<file path="config.mk">
export PLATFORM = sky130hd
export DESIGN_NAME = instruction_sequencer
export DESIGN_NICKNAME = d
export VERILOG_FILES = /design/src/rtl/instruction_sequencer.sv
export SDC_FILE = /design/constraint.sdc
export NUM_CORES = 1
export LEC_CHECK = 0
export BUFFER_PORTS_ARGS = -buffer_cell sky130_fd_sc_hd__buf_2
export CAP_MARGIN = 10
export CORE_AREA = 5 5 42 44
export DETAILED_ROUTE_END_ITERATION = 8
export DIE_AREA = 0 0 47 49
export HOLD_SLACK_MARGIN = 0.1
export SETUP_SLACK_MARGIN = 0.5
export SLEW_MARGIN = 0
export SYNTH_ARGS = -nofsm -noshare
export SYNTH_HDL_FRONTEND = slang
export SYNTH_SLANG_ARGS = --single-unit
</file>
<file path="constraint.sdc">
create_clock -name clk -period 1.4 [get_ports clk]
set_input_delay 0 -clock clk [delete_from_list [all_inputs] [get_ports clk]]
set_output_delay 0 -clock clk [all_outputs]
set_load 0.02 [all_outputs]
</file>
<file path="src/rtl/instruction_sequencer.sv">
// Eight-phase instruction sequencer for a simple accumulator CPU: a phase counter
// with a sticky halt flag and a Moore-style control-strobe decode.

package instruction_sequencer_pkg;
  typedef enum logic [2:0] {
    HLT = 3'd0, SKZ = 3'd1, ADD = 3'd2, AND = 3'd3,
    XOR = 3'd4, LDA = 3'd5, STO = 3'd6, JMP = 3'd7
  } opcode_t;
  typedef logic [2:0] state_t;
endpackage

module instruction_sequencer
  import instruction_sequencer_pkg::*;
#(
  parameter int NUM_PHASES = 8
) (
  input  logic    clk,
  input  logic    rst_,
  input  opcode_t opcode,
  input  logic    zero,
  output logic    sel,
  output logic    rd,
  output logic    wr,
  output logic    ld_ir,
  output logic    ld_ac,
  output logic    inc_pc,
  output logic    ld_pc,
  output logic    data_e,
  output logic    halt,
  output state_t  phase
);

  localparam logic [2:0] INST_ADDR  = 3'd0;
  localparam logic [2:0] INST_FETCH = 3'd1;
  localparam logic [2:0] INST_LOAD  = 3'd2;
  localparam logic [2:0] IDLE       = 3'd3;
  localparam logic [2:0] OP_ADDR    = 3'd4;
  localparam logic [2:0] OP_FETCH   = 3'd5;
  localparam logic [2:0] ALU_OP     = 3'd6;
  localparam logic [2:0] STORE      = 3'd7;
  localparam logic [2:0] LAST_PHASE = 3'(NUM_PHASES - 1);

  logic [2:0] phase_r;
  logic       halted_r;
  logic       aluop_s;

  // Phase counter and sticky halt flag; once halted only rst_ releases the sequencer.
  always_ff @(posedge clk or negedge rst_) begin
    if (!rst_) begin
      phase_r  <= INST_ADDR;
      halted_r <= 1'b0;
    end else if (halted_r) begin
      phase_r  <= phase_r;
      halted_r <= 1'b1;
    end else if ((phase_r == OP_ADDR) && (opcode == HLT)) begin
      phase_r  <= phase_r;
      halted_r <= 1'b1;
    end else begin
      phase_r  <= (phase_r == LAST_PHASE) ? INST_ADDR : phase_r + 3'd1;
      halted_r <= 1'b0;
    end
  end

  // ALU-class opcodes read an operand and load the accumulator.
  always_comb begin
    aluop_s = (opcode == ADD) || (opcode == AND) || (opcode == XOR) || (opcode == LDA);
  end

  // Strobe decode from the registered phase; halted state overrides every phase.
  always_comb begin
    sel    = 1'b0;
    rd     = 1'b0;
    wr     = 1'b0;
    ld_ir  = 1'b0;
    ld_ac  = 1'b0;
    inc_pc = 1'b0;
    ld_pc  = 1'b0;
    data_e = 1'b0;
    halt   = 1'b0;
    if (halted_r) begin
      halt = 1'b1;
    end else begin
      case (phase_r)
        INST_ADDR: begin
          sel = 1'b1;
        end
        INST_FETCH: begin
          sel = 1'b1;
          rd  = 1'b1;
        end
        INST_LOAD, IDLE: begin
          sel   = 1'b1;
          rd    = 1'b1;
          ld_ir = 1'b1;
        end
        OP_ADDR: begin
          inc_pc = 1'b1;
          halt   = (opcode == HLT);
        end
        OP_FETCH: begin
          rd = aluop_s;
        end
        ALU_OP: begin
          rd     = aluop_s;
          inc_pc = (opcode == SKZ) && zero;
          ld_pc  = (opcode == JMP);
          data_e = (opcode == STO);
        end
        STORE: begin
          rd     = aluop_s;
          ld_ac  = aluop_s;
          ld_pc  = (opcode == JMP);
          wr     = (opcode == STO);
          data_e = (opcode == STO);
        end
        default: begin
          sel = 1'b0;
        end
      endcase
    end
  end

  assign phase = phase_r;

endmodule

</file>
==> flow_metrics.tcl <==
set metrics [dict create \
    status "finished with violations" \
    violations "negative setup slack" \
    hold_violations 0 \
    cts-root-buf "clkbuf_4" \
    synth_area_leaders "dfrtp_1 27%, ha_1 20%, nor2_1 5.0%" \
    post-route-util_pct 62.0 \
    crit_family "flip-flops" \
    multi_input_area_um2 432 \
    synthFlopType "dfrtp_1" \
    synth_edf_count 0 \
    gp_congestion 0.779 \
    vias_per_cell 4.71 \
    syn_to_final_growth_pct 131 \
    grt_pass1_vias 451 \
    clockBufferDepth 2 \
    dp_cells 83 \
    slew_headroom_pct 77.6 \
    finClkSkew_ps 7.77 \
    fin_crit_sh_pct 116 \
    coreArea_um2 1400 \
    crit_required_ps 1400 \
    syn_area_um2 375 \
    hold_class "primary input to async pin" \
    synth_common_cells "6 x ha_1, 5 x nor2_1, 4 x dfrtp_1, 4 x inv_1, 3 x a21oi_1" \
    synth_cells 42 \
    drt_iter0_markers 1 \
    synth_top_cell_area_share_pct 26.7 \
    fin_area_um2 868 \
    synthMostInstantiatedCell "ha_1" \
    grt_max_degree 8 \
    arrival_ps 1620 \
    cts_num_sinks 4 \
    drive_above_1_share_pct 78.5 \
    grt_use_total_pct 10.6 \
    synth_area_per_cell_um2 8.94 \
    ys_seq_elements 4 \
    routedWlPerCell_um 12.4 \
    fin_crit_ps 1620 \
    synth_area_leader_cell "dfrtp_1" \
    die_area_um2 2300 \
    drv_slew 0 \
    finalSetupViolations 12 \
    synth_cell_types 21 \
    cp_num_buf_inv 2 \
    wl_mm 1.18 \
    cts_tree "built" \
    die-height_um 49 \
    drtAntennaViolNets 0 \
    worstPathMaxFanout 4 \
    grt_antenna_before_repair 0 \
    n_fill_cell 137 \
    cts_made_buffers 3 \
    p_leak_nw 0.383 \
    fmax_mhz 615 \
    dpl_cell_area_um2 639 \
    die_w_um 47 \
    dpl.hpwl_um 865 \
    postLayoutSetupSlackWorst_ps -225 \
    insertion_delay_ps 240 \
    worstMarginPinSlew_ps 336 \
    critPathCaptureType "output pin" \
    diodes 0 \
    place_ws_ps -49.4 \
    firstDrtPassIters 2 \
    fin_nets 92 \
    path_cells "inv_2 -> ha_4 -> or3_1 -> a21oi_1 -> nor2_1 -> buf_4" \
    seqCellArea_um2 104 \
    gr-total-overflow 0 \
    rsz0062_at_grt "true" \
    fin_tns_setup_ps -1320 \
    slowest_delay_ps 430 \
    yosysWarnings 0 \
    cts.reportedPaths.clkPinSlew_ps 40 \
    h-tree-depth 1 \
    maxCapViolations 0 \
    async_flop_share_pct 100 \
    ios 18 \
    power_density_nw_per_um2 2330 \
    drc_errors 0 \
    num_vias 447 \
    path_class "register to output pin" \
    grt_pass1_wl_mm 1.79 \
    startpoint_type "register" \
    ir_drop_uv 1110 \
    portBuffers 17 \
    synth_nets 54 \
    post_layout_nonfiller_instances 95 \
    rows 14 \
    cp_slowest_cell "dfrtp_2" \
    start_util_pct 26.8 \
    yosysSeqAreaShare_pct 26.7 \
]
==> worst paths after layout <==
path / from / end / slack, ps / depth (start not counted)
hold reg to reg: phase[2] / phase[2] / 660 / 2
setup / recovery: phase[1] / sel / -220 / 6
min in group clk: opcode[2] / phase[2] / 220 / 4
max in group asynchronous: rst_ / phase[2] / 1150 / 2
hold / removal: rst_ / phase[1] / 110 / 2
setup reg to reg: phase[1] / phase[0] / -200 / 6
==> worst reg2reg max path, stage by stage, from the launching register on <==
cell and delay [ps]:
dfrtp_2 450, inv_2 110, ha_4 150, nor4b_4 230
a21oi_2 100, buf_4 150, mux2_4 290
==> metrics by stage <==
stage | power (mW) | hold slack [ps]
3_3_place_gp | 1.38 | -192
4_1_cts | 1.93 | 216
3_5_place_dp | 1.38 | -190
5_1_grt | 2.18 | 119
2_1_floorplan | 0.990 | -296
6_report | 2.02 | 107
==> state kept, by name, indices dropped and copies added (netlist names) <==
name,cells
phase,3
halted_r,1
==> kinds of logic (layout without fill, tap and decap cells) <==
kind of cell	Yosys count	count (layout)	share of synthesized area (%)
compound gates	8	8	13.7
xor+xnor	1	1	2.33
fa+ha+maj	6	6	20.0
buf+inv	5	42	5.33
flops	4	4	26.7
mux	2	2	6.67
simple gates	16	16	25.3
==> per-layer routing <==
| layer | wire length (um) | GRT usage [%] | vias up | part of all wire, % |
|---|---|---|---|---|
| met3 | 64 | 1.85 | 2 | 5.4 |
| met2 | 653 | 16.5 | 13 | 56 |
| met4 | 19 | 8.76 | 0 | 1.6 |
| li1 | - | - | 225 | - |
| met5 | 0 | 0 | - | 0 |
| met1 | 438 | 11.7 | 207 | 37 |
==> power by group <==
part | leakage, nW | total, mW | internal, mW | switching, mW
combinational | 0.324 | 1.52 | 0.813 | 0.710
clock | 0.0150 | 0.156 | 0.107 | 0.0494
sequential | 0.0439 | 0.340 | 0.188 | 0.152
==> area by class of cell <==
cell class | instances | share of cell area, %
Tap cell | 16 | 2.31
Clock buffer | 4 | 3.03
Timing Repair Buffer | 34 | 30.7
Multi-Input combinational cell | 33 | 49.7
Sequential cell | 4 | 12.0
Inverter | 4 | 2.31
==> repair_timing <==
item | CTS | global route
cloned | 0 | 0
hold endpoints to repair | 4 | 0
resized for setup | 30 | 5
setup endpoints to repair | 14 | 18
pin swaps | 8 | 5
buffers inserted | 5 | 2
hold buffers | 2 | 0
==> placed cells by master, fill, tap and decap left out, types with 2 or more instances in the layout <==
cell,count
buf_2,7
buf_6,7
dfrtp_2,3
ha_4,5
nor2_1,3
inv_4,2
a21oi_4,2
o21ai_0,2
nor4b_4,2
buf_4,19
clkbuf_4,3
Power figures use the tool's default switching activity.
